<file path="config.mk">
export PLATFORM = sky130hd
export DESIGN_NAME = img_op_scheduler
export DESIGN_NICKNAME = d
export VERILOG_FILES = /design/src/rtl/img_pkg.sv /design/src/rtl/sched_cmd_fifo.sv /design/src/rtl/img_op_scheduler.sv
export SDC_FILE = /design/constraint.sdc
export NUM_CORES = 1
export LEC_CHECK = 0
export ABC_AREA = 1
export CELL_PAD_IN_SITES_DETAIL_PLACEMENT = 1
export CELL_PAD_IN_SITES_GLOBAL_PLACEMENT = 2
export CORE_ASPECT_RATIO = 1.5
export CORE_MARGIN = 3
export CORE_UTILIZATION = 33
export CTS_CLUSTER_DIAMETER = 200
export DETAILED_ROUTE_END_ITERATION = 16
export DONT_BUFFER_PORTS = 1
export PLACE_DENSITY = 0.83
export SLEW_MARGIN = 20
export SYNTH_ARGS = -nofsm -noshare
export SYNTH_HDL_FRONTEND = slang
export SYNTH_SLANG_ARGS = --single-unit
</file>
<file path="constraint.sdc">
create_clock -name clk -period 2.6 [get_ports clk]
set_input_delay 0.39 -clock clk [delete_from_list [all_inputs] [get_ports clk]]
set_output_delay 0.39 -clock clk [all_outputs]
set_load 0.05 [all_outputs]
</file>
<file path="src/rtl/img_pkg.sv">
// Shared definitions for the image-processing engine: opcodes, geometry and
// the scheduler state encoding.
package img_pkg;

    localparam int IMG_DIM = 64;
    localparam int COORD_W = 6;
    localparam int PIX_W   = 24;
    localparam int OP_W    = 2;

    localparam logic [OP_W-1:0] OP_MIRROR  = 2'd0;
    localparam logic [OP_W-1:0] OP_GRAY    = 2'd1;
    localparam logic [OP_W-1:0] OP_SHARPEN = 2'd2;
    localparam logic [OP_W-1:0] OP_COPY    = 2'd3;

    typedef enum logic [1:0] {
        ST_IDLE  = 2'd0,
        ST_HOST  = 2'd1,
        ST_START = 2'd2,
        ST_RUN   = 2'd3
    } sched_state_t;

endpackage

</file>
<file path="src/rtl/sched_cmd_fifo.sv">
// Small synchronous opcode FIFO; full/empty come straight from the registered
// count so a same-cycle pop never frees a slot early.
module sched_cmd_fifo
    import img_pkg::*;
#(
    parameter int  DEPTH = 4,
    localparam int PTR_W = $clog2(DEPTH),
    localparam int CNT_W = PTR_W + 1
) (
    input  logic             clk,
    input  logic             rst,
    input  logic             push,
    input  logic [OP_W-1:0]  din,
    input  logic             pop,
    output logic [OP_W-1:0]  dout,
    output logic             full,
    output logic             empty,
    output logic [CNT_W-1:0] count
);

    logic [OP_W-1:0]  mem_q [DEPTH];
    logic [PTR_W-1:0] wr_ptr_q, wr_ptr_d;
    logic [PTR_W-1:0] rd_ptr_q, rd_ptr_d;
    logic [CNT_W-1:0] count_q, count_d;
    logic             do_push, do_pop;

    assign full  = (count_q == CNT_W'(DEPTH));
    assign empty = (count_q == '0);
    assign count = count_q;
    assign dout  = mem_q[rd_ptr_q];

    assign do_push = push && !full;
    assign do_pop  = pop && !empty;

    always_comb begin
        wr_ptr_d = wr_ptr_q + PTR_W'(do_push);
        rd_ptr_d = rd_ptr_q + PTR_W'(do_pop);
        count_d  = count_q + CNT_W'(do_push) - CNT_W'(do_pop);
    end

    always_ff @(posedge clk) begin
        if (rst) begin
            wr_ptr_q <= '0;
            rd_ptr_q <= '0;
            count_q  <= '0;
        end else begin
            wr_ptr_q <= wr_ptr_d;
            rd_ptr_q <= rd_ptr_d;
            count_q  <= count_d;
        end
    end

    // Storage is not reset; only entries below count are ever read.
    always_ff @(posedge clk) begin
        if (do_push) begin
            mem_q[wr_ptr_q] <= din;
        end
    end

endmodule

</file>
<file path="src/rtl/img_op_scheduler.sv">
// Command sequencer for the image engine: queues opcodes, starts one run per
// command under a watchdog, and arbitrates the image-memory port with the host.
module img_op_scheduler
    import img_pkg::*;
#(
    parameter int DEPTH   = 4,
    parameter int TIMEOUT = 16384
) (
    input  logic               clk,
    input  logic               rst,
    input  logic               cmd_valid,
    input  logic [OP_W-1:0]    cmd_op,
    output logic               cmd_ready,
    output logic               eng_start,
    output logic [OP_W-1:0]    eng_op,
    output logic               eng_abort,
    input  logic               eng_done,
    input  logic [COORD_W-1:0] eng_row,
    input  logic [COORD_W-1:0] eng_col,
    input  logic               eng_we,
    input  logic [PIX_W-1:0]   eng_pix,
    input  logic               host_req,
    output logic               host_gnt,
    input  logic [COORD_W-1:0] host_row,
    input  logic [COORD_W-1:0] host_col,
    input  logic               host_we,
    input  logic [PIX_W-1:0]   host_pix,
    output logic [COORD_W-1:0] mem_row,
    output logic [COORD_W-1:0] mem_col,
    output logic               mem_we,
    output logic [PIX_W-1:0]   mem_pix,
    output logic               busy,
    output logic               err,
    input  logic               err_clr,
    output logic [7:0]         ops_done
);

    localparam int               TMR_W   = $clog2(TIMEOUT);
    localparam logic [TMR_W-1:0] TMR_MAX = TMR_W'(TIMEOUT - 1);
    localparam int               CNT_W   = $clog2(DEPTH) + 1;

    sched_state_t     state_q, state_d;
    logic [TMR_W-1:0] timer_q, timer_d;
    logic [OP_W-1:0]  eng_op_q, eng_op_d;
    logic             err_q, err_d;
    logic [7:0]       ops_done_q, ops_done_d;

    logic             fifo_full, fifo_empty, fifo_pop;
    logic [OP_W-1:0]  fifo_head;
    logic [CNT_W-1:0] fifo_count;
    logic             run_done, run_timeout;

    sched_cmd_fifo #(.DEPTH(DEPTH)) u_fifo (
        .clk   (clk),
        .rst   (rst),
        .push  (cmd_valid),
        .din   (cmd_op),
        .pop   (fifo_pop),
        .dout  (fifo_head),
        .full  (fifo_full),
        .empty (fifo_empty),
        .count (fifo_count)
    );

    assign cmd_ready   = !fifo_full;
    assign fifo_pop    = (state_q == ST_START) && !fifo_empty;
    assign run_done    = (state_q == ST_RUN) && eng_done;
    assign run_timeout = (state_q == ST_RUN) && !eng_done && (timer_q == TMR_MAX);

    always_ff @(posedge clk) begin
        if (rst) begin
            state_q    <= ST_IDLE;
            timer_q    <= '0;
            eng_op_q   <= '0;
            err_q      <= 1'b0;
            ops_done_q <= '0;
        end else begin
            state_q    <= state_d;
            timer_q    <= timer_d;
            eng_op_q   <= eng_op_d;
            err_q      <= err_d;
            ops_done_q <= ops_done_d;
        end
    end

    // Host is checked first in IDLE so a request held off by a run wins next.
    always_comb begin
        state_d = state_q;
        case (state_q)
            ST_IDLE: begin
                if (host_req)                state_d = ST_HOST;
                else if (fifo_count != '0)   state_d = ST_START;
            end
            ST_HOST:  if (!host_req) state_d = ST_IDLE;
            ST_START: state_d = ST_RUN;
            ST_RUN:   if (run_done || run_timeout) state_d = ST_IDLE;
            default:  state_d = ST_IDLE;
        endcase
    end

    always_comb begin
        timer_d    = timer_q;
        eng_op_d   = eng_op_q;
        ops_done_d = ops_done_q + 8'(run_done);
        err_d      = run_timeout ? 1'b1 : (err_clr ? 1'b0 : err_q);
        if (state_q == ST_START) begin
            timer_d  = '0;
            eng_op_d = fifo_head;
        end else if (state_q == ST_RUN) begin
            timer_d  = timer_q + TMR_W'(1);
        end
    end

    always_comb begin
        eng_start = (state_q == ST_START);
        eng_abort = run_timeout;
        host_gnt  = (state_q == ST_HOST);
        busy      = (state_q == ST_START) || (state_q == ST_RUN);
        eng_op    = (state_q == ST_START) ? fifo_head : eng_op_q;
        err       = err_q;
        ops_done  = ops_done_q;
        mem_row   = '0;
        mem_col   = '0;
        mem_we    = 1'b0;
        mem_pix   = '0;
        if (state_q == ST_HOST) begin
            mem_row = host_row;
            mem_col = host_col;
            mem_we  = host_we;
            mem_pix = host_pix;
        end else if (state_q == ST_RUN) begin
            mem_row = eng_row;
            mem_col = eng_col;
            mem_we  = eng_we;
            mem_pix = eng_pix;
        end
    end

endmodule

</file>
### After elaboration in Yosys (flattened, before gate mapping)

Memory sizes are Yosys's and may differ from the RTL's. A register that Yosys moved wholly into a read port is not among the register bits.
Index checks and enable logic that the tools add are counted.

* register bits after elaboration: 34
* RAM bits: 8
* word-level logic and storage cells: 59
* memories: 1

* add/subtract/negate cells: 6
* equal/unequal tests: 8
* mux-type cells: 19
* reductions and logical operators: 17

Memories
* u_fifo.mem_q: words 4, bits a word 2, read ports 1, clocked after Yosys merged registers in 1, write ports 1, line sched_cmd_fifo.sv:21 `logic [OP_W-1:0] mem_q [DEPTH];`

Operator list (count)
* 24-bit 2-to-1 mux: 2
* 6-bit 2-to-1 mux: 4
* 14-bit by 1-bit adder with 14-bit output (second input constant): 1
* 14-bit equality test (second input constant): 1
* 2-bit 2-to-1 mux: 6
* 8-bit by 1-bit adder with 8-bit output: 1
* 2-bit case mux with 4 select lines: 1
* 1-bit logical AND: 6
* 1-bit 2-to-1 mux: 6
* 2-bit by 1-bit adder with 2-bit output: 2
* 2-bit equality test (second input constant): 2
* 2-bit inequality test (second input constant): 2
* 3-bit by 1-bit adder with 3-bit output: 1
* 3-bit equality test (second input constant): 1
* 1-bit logical NOT: 3
* 3-bit logical NOT: 1
* 3-bit inequality test (second input constant): 1
* 3-bit AND reduction: 1
* 3-bit nonzero test: 1
* 3-bit by 1-bit subtractor with 3-bit output: 1
* 2-bit by 1-bit equality test with 1-bit output (second input constant): 1
* 2-bit logical NOT: 1
* 1-bit logical OR: 2
* 2-bit nonzero test: 1
* 2-bit OR reduction: 1

### Depth between registers and ports, before layout

* depth in word-level cells: 6
* mapped depth: 11
* depth with buffers taken out: 10

### Cells and area by module

A second synthesis with hierarchy kept.

* cells, all modules: 308
* area, all modules: 2381.0 sq um

By module, submodules not included
* img_op_scheduler: instances 1, cells an instance 237, area each 1697.9 sq um, sequential area each 540.5 sq um
* sched_cmd_fifo: instances 1, cells an instance 71, area each 683.2 sq um, sequential area each 380.4 sq um

### Worst setup path before layout

No wires, ideal clock.

* path kind: register to register
* start: reg state_q[1]
* end: reg u_fifo.count_q[1], in the netlist u_fifo.count[1]
* setup time: 0.128 ns
* data arrival time: 1.964 ns
* data required time: 2.472 ns
* setup slack: 0.509 ns
* cell stages (with the launch flop): 12
* path buffers: 1
* period minus slack after synthesis: 2.091 ns
* cells stage by stage: dfxtp_1 buf_4 inv_1 nor2_4 inv_1 nor2_4 nand2_1 o21ai_0 ha_1 fa_1 inv_1 nor2_1

* longest elaborated chain between the ends: 4

Ends and longest elaborated chain
* from (decl): line img_op_scheduler.sv:42 `sched_state_t state_q, state_d;`
* from (signal assigned): line img_op_scheduler.sv:78 `state_q <= state_d;`
* 2-bit equality test
* named net eng_start: line img_op_scheduler.sv:14 `output logic eng_start,`
* 1-bit logical AND: line img_op_scheduler.sv:66 `assign fifo_pop = (state_q == ST_START) && !fifo_empty;`
* 1-bit logical AND: line sched_cmd_fifo.sv:33 `assign do_pop = pop && !empty;`
* 3-bit by 1-bit subtractor with 3-bit output: line sched_cmd_fifo.sv:38 `count_d = count_q + CNT_W'(do_push) - CNT_W'(do_pop);`
* named net u_fifo.count_d[1]: line sched_cmd_fifo.sv:24 `logic [CNT_W-1:0] count_q, count_d;`
* to (signal assigned): line sched_cmd_fifo.sv:49 `count_q <= count_d;`
* to (decl): line sched_cmd_fifo.sv:24

The timed path passes the listed nets, and every way through them passes these cells.
A chain may end at the register's enable or synchronous reset.

### Final worst setup path

* start: reg state_q[1]
* end: out mem_pix[13]

* longest elaborated chain between the ends: 3
* elaborated cells between the ends (all ways): 4

Ends and longest elaborated chain
* 2-bit equality test: line img_op_scheduler.sv:131 `end else if (state_q == ST_RUN) begin`
* 24-bit 2-to-1 mux: line img_op_scheduler.sv:131
* 24-bit 2-to-1 mux *: line img_op_scheduler.sv:126 `if (state_q == ST_HOST) begin`
* to (decl): line img_op_scheduler.sv:31 `output logic [PIX_W-1:0] mem_pix,`

Mark *: on every way between the ends. The rest lies on a longest branch, timed or not.

==> flow_summary_export.csv <==
group,metric,value,unit
run_status,status,"completed",
routing,drcViolationCount,0,
timing,min_period,2.43,ns
floorplan,start_util,34.2,%
floorplan,coreArea,6900,um2
clock_tree,htreeDepth,2,
synthesis,synth_seq_cells,42,
timing,timing.fmax,0.412,GHz
timing,finClkSkew,0.00554,ns
synthesis,synth-main-ff-cell,"dfxtp_1",
clock_tree,path_clk_slew,0.08,ns
routing,routedWlPerCell,17.8,um
layout,multi_input_area,1240,um2
global_route,grt_use_total,17.5,%
pwr,ir_drop,408,uV
layout,drive_gt1_share,19.4,%
layout,ff_latch_area,921,um2
routing,avgViaCountPerCell,5.45,
timing,worstMarginPinSlew,0.649,ns
routing,drt_iter0_drc,51,
worst_setup_path,cp_cell_sequence,"nand2_4 -> inv_2 -> a22o_1 -> buf_12",
clock_tree,clkSinkCount,42,
global_route,grt_pass1_wl,11100,um
synthesis,synth_area,2360,um2
floorplan,die_area,8220,um2
routing,num_vias,2252,
worst_setup_path,max_stage_delay,0.57,ns
clock_tree,cts_buffers,5,
synthesis,synth_edf_count,8,
worst_setup_path,cp_slowest_cell,"dfxtp_1",
min_path,hold_path.class,"input port to register",
layout,final_cell_area,3290,um2
clock_tree,tritoncts,"yes",
clock_tree,clk_path_buf_depth,2,
global_route,grt_overflow,0,
worst_setup_path,crit_type,"register to primary output",
layout,fillCellCount,800,
placement,portBuffers,0,
synthesis,syn_nets,382,
synthesis,yosysTopAreaCellShare,28.9,%
layout,fin_nets,422,
synthesis,yosys_warnings,0,
global_route,grt_pass1_vias,2315,
timing,setup_violations,0,
floorplan,die_height,110,um
clock_tree,cts-root-buf,"clkbuf_8",
timing,hold_viol,0,
synthesis,syn_avg_cell_area,8.02,um2
routing,firstDrtPassIters,4,
synthesis,synthTopCellsByArea,"dfxtp_1 29%, a22o_1 14%, edfxtp_1 10%",
synthesis,yosysTopAreaCell,"dfxtp_1",
synthesis,syn_inst,294,
global_route,grt_max_degree,41,
floorplan,die_w,75.0,um
placement,globalplace.congestion,0.776,
placement,dp_hpwl,5830,um
placement,dpl_cell_area,3190,um2
routing,drt_wl_total,7340,um
pwr,powerDensity,655,nW/um2
worst_setup_path,critPathMaxFanout,40,
worst_setup_path,start_kind,"register",
synthesis,synth.distinct_cells,31,
worst_setup_path,required,2.21,ns
flow_run,cap_viol_max_count,0,
floorplan,io_pins,135,
timing,slew_headroom,56.7,%
layout,synthToLayoutAreaGrowth,39.3,%
synthesis,seq_area_frac_synth,39.0,%
floorplan,rows,37,
timing,rsz0062_at_grt,"false",
worst_setup_path,crit_arrival,2.04,ns
layout,num_antenna_cells,0,
synthesis,synthArstFlopShare,0,%
clock_tree,worst_skew_pair.late_latency,0.29,ns
pwr,power_leakage,1.28,nW
routing,final_antenna_net_count,0,
timing,fin_crit_sh,93.3,%
global_route,grt_antenna_before_repair,0,
timing,drv_slew,0,
timing,tns,0,ns
worst_setup_path,end_kind,"primary output",
## area by class of cell
| class | count | area share [%] |
|---|---|---|
| clock buffers | 6 | 2.21 |
| multi-input cells | 204 | 37.7 |
| clock inverters | 2 | 0.267 |
| well taps | 78 | 2.97 |
| flip-flops and latches | 42 | 28.0 |
| repair buffers | 45 | 24.8 |
| inverters | 36 | 4.11 |
## layout by cell type (no fill, tap or decap), types with 2 or more instances in the layout
cell type   n
a21oi_1    19
a22o_1     37
buf_12     38
buf_4       7
clkbuf_8    5
dfxtp_1    34
edfxtp_1    8
ha_1        5
inv_1      35
nand2_1    41
nand2_4     2
nand3_1    11
nand3b_1    4
nand4_1     6
nor2_1     31
nor2_2      3
nor2_4      7
nor3_1      8
o21ai_0    15
or2_0       2
xnor2_1     3
xor2_1      3
## power by group
| part | total, W | internal (W) | switching, W |
|---|---|---|---|
| registers | 0.000758 | 0.000713 | 0.0000446 |
| logic | 0.000992 | 0.000405 | 0.000586 |
| clock network | 0.000404 | 0.000185 | 0.000219 |
## registers in the layout (all words and copies together) (netlist names)
name,flops
err,1
u_fifo.mem_q,8
u_fifo.count,3
state_q,2
ops_done,8
eng_op_q,2
timer_q,14
u_fifo.wr_ptr_q,2
u_fifo.rd_ptr_q,2
## critical path: cells and delay by family (launching register included)
family | cells | cell delay (ns)
buf+inv | 2 | 0.66
flops | 1 | 0.57
compound gates | 1 | 0.32
simple gates | 1 | 0.17
## synthesized netlist by cell type (2+ instances only)
cell       n
nand3_1   11
edfxtp_1   8
nor2_2     4
nand4_1    6
dfxtp_1   34
nand2_4    2
o21ai_0   15
buf_4      3
nand2_1   41
xor2_1     3
clkbuf_1   3
inv_1     35
xnor2_1    3
nor3_1     8
nor2_1    31
a21oi_1   19
nor2_4     5
nand3b_1   4
ha_1       5
buf_6      2
a22o_1    37
buf_2      5
or2_0      2
## kinds of logic after synthesis
logic type	synth area share, %
and+or+nand+nor	23.9
xor gates and xnor gates	2.23
adders and majority gates	3.50
AOI/OAI and AO/OA	22.2
DFF	39.0
buffers and inverters	9.18
## per-stage QoR
stage	worst slack (ns)	hold slack (ns)	instances	util [%]	power, W
detailed placement	0.440	0.463	404	46.3	0.00176
global route	0.0337	0.137	413	47.6	0.00226
CTS	0.0989	0.143	412	47.5	0.00217
global placement	0.519	0.457	404	46.3	0.00174
floorplan	0.509	0.446	294	-	0.00136
finish	0.173	0.155	413	47.6	0.00215
## final timing paths
| check | startpoint | endpoint | slack, ns | depth (start not counted) |
|---|---|---|---|---|
| max reg2reg | state_q[1] | u_fifo.count[2] | 0.49 | 8 |
| max | state_q[1] | mem_pix[13] | 0.17 | 4 |
| min | rst | state_q[1] | 0.16 | 1 |
| min reg2reg | eng_op_q[0] | eng_op_q[0] | 0.48 | 2 |
## what timing repair did
item / CTS / global route
buffers inserted: 0 / 0
hold buffers: 0 / 0
setup endpoints to repair: 0 / 31
resized for setup: 0 / 1
## metal layers
metal / global-route usage [%] / part of all wire [%] / vias to the layer above / wire length (um)
li1: - / - / 1082 / -
met3: 3.39 / 6.4 / 8 / 469
met4: 4.58 / 1.2 / 0 / 90
met1: 16.8 / 34 / 1085 / 2520
met5: 0 / 0 / - / 0
met2: 35.7 / 58 / 77 / 4250
Power figures use the tool's default switching activity.
